**src/rtl/pkt_data_gen.sv**
```systemverilog
// pkt_data_gen
// AXI-Stream test-pattern packet generator. A run started by `start` emits
// cfg_pkt_count packets (0 = unlimited) of cfg_pkt_beats beats (0 = 1 beat).
// Each beat carries a 16-bit per-channel incrementing pattern replicated
// across TDATA. A `stop` pulse ends the run on the next packet boundary.
//
// Optional feature macro: PKT_DATA_GEN_SEQNUM_EN
//   defined   -> first beat of each packet carries the packet sequence
//                number in TDATA[31:0]; the pattern still advances.
//   undefined -> every beat is the pure replicated pattern.
//
// Ports:
//   clk, reset          clock, asynchronous active-high reset
//   start, stop         run control pulses
//   cfg_pkt_beats       beats per packet, sampled only at the start edge
//   cfg_pkt_count       packets per run, sampled only at the start edge
//   AXIS_OUT_*          AXI-Stream master (TDATA/TKEEP/TLAST/TVALID/TREADY)
//   busy                high while a run is active or draining
//   pkts_sent           packets completed since the last start (saturating)
module pkt_data_gen #(
    parameter int DW      = 512,
    parameter int CHANNEL = 0,
    parameter int LEN_W   = 8
) (
    input  logic              clk,
    input  logic              reset,
    input  logic              start,
    input  logic              stop,
    input  logic [LEN_W-1:0]  cfg_pkt_beats,
    input  logic [31:0]       cfg_pkt_count,
    output logic [DW-1:0]     AXIS_OUT_TDATA,
    output logic [DW/8-1:0]   AXIS_OUT_TKEEP,
    output logic              AXIS_OUT_TLAST,
    output logic              AXIS_OUT_TVALID,
    input  logic              AXIS_OUT_TREADY,
    output logic              busy,
    output logic [31:0]       pkts_sent
);

    typedef enum logic [1:0] {
        S_IDLE  = 2'd0,
        S_RUN   = 2'd1,
        S_DRAIN = 2'd2
    } state_t;

    localparam logic [7:0]  CH8  = 8'(CHANNEL);
    localparam logic [15:0] SEED = {CH8, CH8};

    state_t             r_state;
    logic [LEN_W-1:0]   r_beats_m1;
    logic [31:0]        r_count;
    logic [LEN_W-1:0]   r_beat_cnt;
    logic [31:0]        r_pkts_sent;
    logic [15:0]        r_pattern;
    logic               r_tvalid;
    logic               r_tlast;
    logic [DW-1:0]      r_tdata;
    logic               r_busy;

    state_t             w_nxt_state;
    logic [LEN_W-1:0]   w_nxt_beats_m1;
    logic [31:0]        w_nxt_count;
    logic [LEN_W-1:0]   w_nxt_beat_cnt;
    logic [31:0]        w_nxt_pkts;
    logic [15:0]        w_nxt_pattern;
    logic               w_nxt_tvalid;
    logic               w_nxt_tlast;
    logic [DW-1:0]      w_nxt_tdata;
    logic [DW-1:0]      w_rep;
    logic               w_hs;
    logic               w_last_hs;
    logic [31:0]        w_pkts_inc;

    assign w_hs       = r_tvalid & AXIS_OUT_TREADY;
    assign w_last_hs  = w_hs & r_tlast;
    assign w_pkts_inc = (r_pkts_sent == 32'hFFFF_FFFF) ? r_pkts_sent : (r_pkts_sent + 32'd1);

    // Next-state, counters and next registered output values.
    always_comb begin
        w_nxt_state    = r_state;
        w_nxt_beats_m1 = r_beats_m1;
        w_nxt_count    = r_count;
        w_nxt_beat_cnt = r_beat_cnt;
        w_nxt_pkts     = r_pkts_sent;
        w_nxt_pattern  = r_pattern;

        case (r_state)
            S_IDLE: begin
                if (start) begin
                    w_nxt_state    = S_RUN;
                    // A zero beat count is treated as a single-beat packet.
                    w_nxt_beats_m1 = (cfg_pkt_beats == {LEN_W{1'b0}}) ? {LEN_W{1'b0}}
                                                                      : (cfg_pkt_beats - {{(LEN_W-1){1'b0}}, 1'b1});
                    w_nxt_count    = cfg_pkt_count;
                    w_nxt_beat_cnt = {LEN_W{1'b0}};
                    w_nxt_pkts     = 32'd0;
                    w_nxt_pattern  = SEED;
                end else begin
                    w_nxt_state = S_IDLE;
                end
            end
            S_RUN, S_DRAIN: begin
                if (w_hs) begin
                    w_nxt_pattern = r_pattern + 16'd1;
                    if (r_tlast) begin
                        w_nxt_beat_cnt = {LEN_W{1'b0}};
                        w_nxt_pkts     = w_pkts_inc;
                    end else begin
                        w_nxt_beat_cnt = r_beat_cnt + {{(LEN_W-1){1'b0}}, 1'b1};
                    end
                end else begin
                    w_nxt_pattern = r_pattern;
                end

                if (r_state == S_RUN) begin
                    // Stop on a boundary handshake ends the run at once; a stop
                    // mid-packet waits in DRAIN for the packet to complete.
                    if (w_last_hs && (stop || ((r_count != 32'd0) && (w_pkts_inc == r_count)))) begin
                        w_nxt_state = S_IDLE;
                    end else if (stop) begin
                        w_nxt_state = S_DRAIN;
                    end else begin
                        w_nxt_state = S_RUN;
                    end
                end else begin
                    if (w_last_hs) begin
                        w_nxt_state = S_IDLE;
                    end else begin
                        w_nxt_state = S_DRAIN;
                    end
                end
            end
            default: begin
                w_nxt_state = S_IDLE;
            end
        endcase

        // Outputs are computed from the next state so they can be registered
        // without adding a cycle of latency. During a stall every input to
        // these terms is unchanged, so TDATA/TLAST hold.
        w_nxt_tvalid = (w_nxt_state != S_IDLE);
        w_nxt_tlast  = w_nxt_tvalid && (w_nxt_beat_cnt == w_nxt_beats_m1);
        w_rep        = {(DW/16){w_nxt_pattern}};
`ifdef PKT_DATA_GEN_SEQNUM_EN
        if (w_nxt_tvalid && (w_nxt_beat_cnt == {LEN_W{1'b0}})) begin
            w_nxt_tdata = {w_rep[DW-1:32], w_nxt_pkts};
        end else if (w_nxt_tvalid) begin
            w_nxt_tdata = w_rep;
        end else begin
            w_nxt_tdata = {DW{1'b0}};
        end
`else
        if (w_nxt_tvalid) begin
            w_nxt_tdata = w_rep;
        end else begin
            w_nxt_tdata = {DW{1'b0}};
        end
`endif
    end

    // State, counters and registered stream outputs.
    always_ff @(posedge clk or posedge reset) begin
        if (reset) begin
            r_state     <= S_IDLE;
            r_beats_m1  <= {LEN_W{1'b0}};
            r_count     <= 32'd0;
            r_beat_cnt  <= {LEN_W{1'b0}};
            r_pkts_sent <= 32'd0;
            r_pattern   <= 16'd0;
            r_tvalid    <= 1'b0;
            r_tlast     <= 1'b0;
            r_tdata     <= {DW{1'b0}};
            r_busy      <= 1'b0;
        end else begin
            r_state     <= w_nxt_state;
            r_beats_m1  <= w_nxt_beats_m1;
            r_count     <= w_nxt_count;
            r_beat_cnt  <= w_nxt_beat_cnt;
            r_pkts_sent <= w_nxt_pkts;
            r_pattern   <= w_nxt_pattern;
            r_tvalid    <= w_nxt_tvalid;
            r_tlast     <= w_nxt_tlast;
            r_tdata     <= w_nxt_tdata;
            r_busy      <= (w_nxt_state != S_IDLE);
        end
    end

    assign AXIS_OUT_TDATA  = r_tdata;
    assign AXIS_OUT_TKEEP  = {(DW/8){1'b1}};
    assign AXIS_OUT_TLAST  = r_tlast;
    assign AXIS_OUT_TVALID = r_tvalid;
    assign busy            = r_busy;
    assign pkts_sent       = r_pkts_sent;

endmodule

```
**config.mk**
```make
export PLATFORM = sky130hd
export DESIGN_NAME = pkt_data_gen
export DESIGN_NICKNAME = d
export VERILOG_FILES = /design/src/rtl/pkt_data_gen.sv
export SDC_FILE = /design/constraint.sdc
export NUM_CORES = 1
export LEC_CHECK = 0
export BUFFER_PORTS_ARGS = -buffer_cell sky130_fd_sc_hd__buf_4
export CAP_MARGIN = 0
export CORE_AREA = 2 2 258 260
export DETAILED_ROUTE_END_ITERATION = 16
export DIE_AREA = 0 0 260 262
export HOLD_SLACK_MARGIN = 0.03
export MAX_ROUTING_LAYER = met4
export PLACE_DENSITY = 0.37
export SYNTH_ARGS = -nofsm -noshare
export SYNTH_HDL_FRONTEND = slang
export SYNTH_SLANG_ARGS = --single-unit
```
**constraint.sdc**
```tcl
create_clock -name clk -period 9.5 [get_ports clk]
set_input_delay 1.425 -clock clk [delete_from_list [all_inputs] [get_ports clk]]
set_output_delay 1.425 -clock clk [all_outputs]
set_load 0.1 [all_outputs]
```
==> impl_metrics.csv, run 1 <==
group,metric,value,unit
run_status,status,"finished clean",
yosys,synthSimpleGateAreaFrac,13.5,%
global_route,gr-usage-met1,11.1,%
floorplan,dieWidth,260,um
yosys,ys_ff_latch,116,
layout,final_common_cell,"buf_4",
floorplan,core_area,0.0653,mm^2
yosys,synth_xor_area_share,5.57,%
clock_tree,cts-htree-levels,4,
yosys,synth.distinct_cells,64,
setup_path,r2r_start,"pkts_sent[24]",
global_route,met3_usage,2.44,%
global_route,grt_pass1_vias,7303,
sta,slew_viol_final,0,
clock_tree,cts_root_buf,"clkbuf_16",
sta,rsz0062_at_grt,"no",
setup_path,end_kind,"flop",
layout,drive_gt1_share,49.6,%
power,power,3.21,mW
layout,diodes,0,
clock_tree,clkTransAtPathRegs,0.07,ns
global_route,grt_pass1_wl,48700,um
global_route,met2_usage,16.9,%
drt,antenna_left,0,
power,p_switching,1.80,mW
yosys,synth_top_family_by_area,"buffers and inverters",
floorplan,start_util,16.8,%
drt,wl,35300,um
drt,drt_iter0_drc,510,
clock_tree,clk_latency,0.42,ns
drt,wire_per_inst,15.8,um
floorplan,rows,94,
sta,hold_viol_final,0,
run,maxCapViolCount,0,
setup_path,worstSetupPathType,"reg -> reg",
setup_path,start_kind,"flop",
clock_tree,clockBufferDepth,2,
layout,area_growth,18.9,%
worst_hold_path,hold_path.class,"reg -> reg",
yosys,synthAdderAreaFrac,0.915,%
yosys,syn_avg_cell_area,8.53,um^2
sta,finalCritPeriodShare,41.8,%
yosys,muxShareOfSynthArea,3.59,%
clock_tree,hold_buffers,0,
yosys,yosysSeqAreaShare,26.5,%
floorplan,die-area,0.0681,mm^2
power,p_seq_share,23.4,%
sta,setup-tns-final,0,ns
global_route,grtUsageTotal,9.61,%
placement,gp_congestion,0.903,
sta,whs,0.523,ns
drt,drtPass1Iterations,6,
floorplan,die_y,262,um
yosys,synthFlopType,"dfrtp_1",
global_route,grt-ovfl-total,0,
drt,routed_via_density,3.64,
yosys,synthArstFlopShare,100,%
layout,mostFrequentLayoutCells,"buf_4, dfrtp_1, nand2_1, o21ai_0, conb_1",
worst_hold_path,min_from,"r_pattern[14]",
sta,worstMarginPinSlew,1.17,ns
yosys,syn_area,0.0109,mm^2
sta,finalSetupViolations,0,
layout,postLayoutCoreUtil,19.9,%
drt,drc,0,
yosys,synth_edf_count,0,
floorplan,pin_count,656,
power,netSwitchingFraction,56.1,%
setup_path,crit_required,9.80,ns
sta,max_freq,252,MHz
layout,finalNetCount,1418,
placement,io_buffers,591,
global_route,antenna_found_initial,0,
power,power_frac_comb,55.4,%
sta,finClkSkew,0.0108,ns
yosys,yosysWarnings,0,
clock_tree,cts_buffers,17,
global_route,grt_max_degree,71,
power,p_int,1.41,mW
yosys,synth_compound_area_share,9.51,%
sta,relSlewSlack,21.8,%
global_route,grt.busiest_layer,"met2",
setup_path,startpoint,"pkts_sent[24]",
clock_tree,post-cts-setup-buffers,0,
power,power_frac_clock,21.2,%
clock_tree,cts.sinks,116,
setup_path,cp.arrival,4.28,ns
power,ir_drop,0.000119,V
placement,dp_hpwl,27300,um
layout,fill_cells,7211,
clock_tree,cts_resized,0,
power,leakagePower,6.36,nW
setup_path,worstPathMaxFanout,17,
sta,min_period,3.97,ns
clock_tree,cts_tree,"built",
drt,dr_total_vias,8153,
power,powerDensity,247,mW/mm^2
yosys,synthCells,1282,
-- synth_stat cells, types with 2 or more instances --
library cell,count,area share [%]
dfrtp_1,116,27
buf_2,6,0.27
o31ai_1,16,1.1
nand3b_1,2,0.14
o41ai_1,4,0.32
or3_1,3,0.17
o2111ai_1,3,0.24
nand2_1,103,3.5
clkbuf_2,3,0.14
buf_4,561,39
xor2_1,18,1.4
nor2b_1,19,1.1
a22o_1,5,0.40
nand2b_1,12,0.69
nor3_1,13,0.59
nor2_1,27,0.93
clkbuf_1,23,0.79
inv_1,11,0.38
and2_1,2,0.11
nor4_2,3,0.34
and4_1,5,0.40
nand4_1,18,1.0
o311ai_0,2,0.16
a31oi_1,12,0.69
a21oi_1,15,0.69
o21ai_0,78,3.6
and3_1,17,0.97
or4_1,8,0.55
nand4_2,3,0.34
buf_1,4,0.14
a21o_1,4,0.27
nand3_1,23,1.1
a211oi_1,6,0.41
mux2_2,34,3.5
nor4_1,17,0.97
a311o_1,2,0.18
a31o_2,2,0.16
ha_1,8,0.92
xnor2_1,49,3.9
-- cell families after synthesis --
family	count (synthesis)
other	1
flip-flops	116
XOR/XNOR	68
buffers and inverters	610
AND/OR/NAND/NOR	282
multiplexers	35
adder cells (fa/ha/maj)	8
AO/OA/AOI/OAI	162
-- final cells by class --
class	instances	area, um^2	share of cell area (%)
repair buffers	599	4500	34.6
clock buffers	17	425	3.27
clock inverters	15	180	1.39
multi-input cells	619	3870	29.7
inverters	12	47.5	0.366
well taps	864	1080	8.32
flip-flops and latches	116	2900	22.3
-- worst max-delay path, cell delays in order, from the launching register on --
cell	delay, ns
dfrtp_1	0.53
nand4_1	0.36
nor4_2	0.94
a21boi_0	0.43
xnor2_1	0.24
nor4_1	0.29
o2111ai_1	0.23
nor4_2	0.42
a21bo_4	0.32
nor3_1	0.09
-- power by group through the flow --
stage               logic, mW  clock network, mW  registers, mW
floorplan                1.55                  0          0.737
global placement         1.80                  0          0.759
detailed placement       1.80                  0          0.762
CTS                      1.80              0.701          0.753
global route             1.89              0.722          0.771
finish                   1.78              0.680          0.750
-- flip-flops by register name, summed over array words and instances (netlist names), 2 cells and up --
signal	count
r_state	2
AXIS_OUT_TDATA	16
r_beat_cnt	8
pkts_sent	32
r_count	32
r_pattern	16
r_beats_m1	8
-- layer usage --
| layer | part of all wire, % | vias to the layer above |
|---|---|---|
| met2 | 52 | 357 |
| met3 | 7.6 | 24 |
| met1 | 39 | 3931 |
| met4 | 0.89 | 0 |
| met5 | 0 | - |
| li1 | - | 3841 |
-- per-stage QoR --
stage / instance area, um^2 / setup slack (ns) / cells
global placement: 12400 / 5.57 / 2210
CTS: 13000 / 5.53 / 2242
finish: 13000 / 5.53 / 2242
global route: 13000 / 5.17 / 2242
detailed placement: 12400 / 5.55 / 2210
floorplan: 11200 / 5.00 / 1345
-- path summary, 6_finish.rpt --
path | depth (start not counted) | slack (ns) | end
worst max-delay path | 9 | 5.53 | AXIS_OUT_TLAST
worst min-delay path | 1 | 0.52 | r_pattern[14]
worst max register to register | 9 | 5.53 | AXIS_OUT_TLAST
worst min register to register | 1 | 0.52 | r_pattern[14]
max in group asynchronous | 3 | 7.02 | r_beats_m1[3]
min in group asynchronous | 2 | 1.09 | r_count[10]
No activity file was read; power rests on OpenSTA's default activity.
==> run 2, diff against run 1 <==
Settings changed: PLACE_DENSITY 0.37 to 0.38.
Clock period 9.5 ns to 3.4 ns, I/O delays scaled along.
==> impl_metrics.csv, run 2 (synthesized netlist as in run 1, its figures left out) <==
group,metric,value,unit
floorplan,die-area,0.0681,mm^2
floorplan,rows,94,
power,power_frac_clock,19.7,%
power,p_switching,4.94,mW
sta,whs,0.312,ns
worst_hold_path,min_from,"cfg_pkt_count[22]",
layout,final_common_cell,"buf_4",
floorplan,die_y,262,um
setup_path,worstPathMaxFanout,13,
sta,finClkSkew,0.0101,ns
sta,hold_viol_final,0,
clock_tree,cts-htree-levels,4,
floorplan,core_area,0.0653,mm^2
layout,finalNetCount,1470,
layout,multiInputGateArea,0.00393,mm^2
clock_tree,cts_tree,"built",
global_route,antenna_found_initial,0,
placement,placed_area,0.0129,mm^2
drt,wire_per_inst,15.7,um
sta,finalCritPeriodShare,94.6,%
setup_path,end_kind,"flop",
setup_path,r2r-end,"AXIS_OUT_TDATA[501]",
placement,place_ws,0.0800,ns
layout,regArea,0.00294,mm^2
worst_hold_path,hold_path.class,"in -> reg",
layout,drive_gt1_share,53.9,%
clock_tree,clkTransAtPathRegs,0.06,ns
clock_tree,clockBufferDepth,2,
sta,rsz0062_at_grt,"no",
power,ir_drop,0.000430,V
drt,dr_total_vias,8174,
drt,drtPass1Iterations,5,
layout,fill_cells,7222,
worst_hold_path,hold_depth,2,
power,p_int,4.08,mW
sta,finalSetupViolations,0,
sta,slew_viol_final,0,
drt,drc,0,
setup_path,cpMaxStageDelayCell,"or4_4",
placement,io_buffers,591,
clock_tree,clk_latency,0.43,ns
layout,stdcell_count,2293,
power,netSwitchingFraction,54.8,%
drt,drt_iter0_drc,397,
layout,fin_area,0.0135,mm^2
global_route,grt_pass1_wl,49700,um
power,power,9.03,mW
floorplan,start_util,16.8,%
placement,placed_cells,2260,
placement,gp_congestion,0.868,
floorplan,dieWidth,260,um
power,p_seq_share,22.6,%
clock_tree,cts_root_buf,"clkbuf_16",
setup_path,crit_family,"simple AND/OR/NAND/NOR gates",
sta,worst_slack,0.184,ns
setup_path,reg2reg_depth,11,
layout,diodes,0,
layout,area_growth,23.5,%
worst_hold_path,hold_path_end,"r_count[22]",
sta,min_period,3.22,ns
clock_tree,cts_buffers,17,
setup_path,r2r_start,"pkts_sent[3]",
drt,antenna_left,0,
setup_path,worstSetupPathType,"reg -> reg",
floorplan,pin_count,656,
setup_path,r2r_slack,0.18,ns
drt,wl,35900,um
setup_path,cp_cell_sequence,"nand4_2 > or4_4 > a2111oi_2 > xnor3_1 > nor2_1 > o2111ai_1 > nor4_2 > buf_4 > a21bo_4 > buf_12 > nor2b_1",
setup_path,start_kind,"flop",
run_status,status,"finished clean",
clock_tree,cts.sinks,116,
layout,postLayoutCoreUtil,20.7,%
run,maxCapViolCount,0,
layout,mostFrequentLayoutCells,"buf_4, nand2_1, dfrtp_1, o21ai_0, conb_1",
sta,setup-tns-final,0,ns
sta,worstMarginPinSlew,1.08,ns
global_route,grt-ovfl-total,0,
global_route,grtUsageTotal,9.90,%
sta,relSlewSlack,28.3,%
setup_path,max_stage_delay,0.60,ns
power,leakagePower,6.58,nW
setup_path,crit_buf_inv,2,
setup_path,crit_required,3.71,ns
placement,dp_hpwl,28500,um
global_route,grt_max_degree,63,
sta,max_freq,311,MHz
drt,routed_via_density,3.56,
setup_path,cp.arrival,3.53,ns
power,power_frac_comb,57.8,%
global_route,grt_pass1_vias,7469,
power,powerDensity,668,mW/mm^2
==> run 2: changes by cell type in the layout (fill, tap and decap cells not counted), moves of 4 or more <==
cell | before | now
inv_6 | 9 | 0
dfrtp_1 | 116 | 84
dfrtp_2 | 0 | 32
buf_12 | 0 | 4
buf_4 | 599 | 646
clkinv_2 | 0 | 5
==> run 2: layout make-up <==
cell class              count  share of cell area, %
clock inverters            10                  0.797
multi-input cells         619                   29.1
flip-flops and latches    116                   21.8
inverters                  12                  0.361
repair buffers            651                   36.6
well taps                 864                   8.00
clock buffers              21                   3.41
==> run 2: how the worst max path moves through the flow <==
stage                  start                   to  slack (ns)  cells past startpoint
2_1_floorplan   pkts_sent[7]       AXIS_OUT_TLAST      -0.001                     10
3_3_place_gp    pkts_sent[3]  AXIS_OUT_TDATA[500]        0.11                     12
3_5_place_dp   pkts_sent[15]  AXIS_OUT_TDATA[501]        0.08                     11
4_1_cts        pkts_sent[15]  AXIS_OUT_TDATA[501]        0.05                     11
5_1_grt         pkts_sent[3]  AXIS_OUT_TDATA[495]        0.02                     11
6_report        pkts_sent[3]  AXIS_OUT_TDATA[501]        0.18                     11
==> run 2: repair_timing <==
item	in CTS	in global routing
buffers inserted	0	1
gates resized for setup	0	8
hold buffers	1	0
endpoints found under the setup margin	0	18
endpoints found under the hold margin	5	0
==> run 2: power by group through the flow <==
stage / combinational (mW) / sequential (mW) / clock (mW)
3_5_place_dp: 5.25 / 2.07 / 0
5_1_grt: 5.54 / 2.09 / 1.89
2_1_floorplan: 4.32 / 2.06 / 0
6_report: 5.22 / 2.04 / 1.77
3_3_place_gp: 5.29 / 2.07 / 0
4_1_cts: 5.26 / 2.05 / 1.83
==> run 2: metal layers <==
layer | GRT usage, % | vias up | wire length [um]
met4 | 2.62 | 0 | 544
met2 | 16.9 | 343 | 18300
met3 | 2.28 | 31 | 2450
met5 | - | - | 0
li1 | - | 3943 | -
met1 | 11.7 | 3857 | 14600
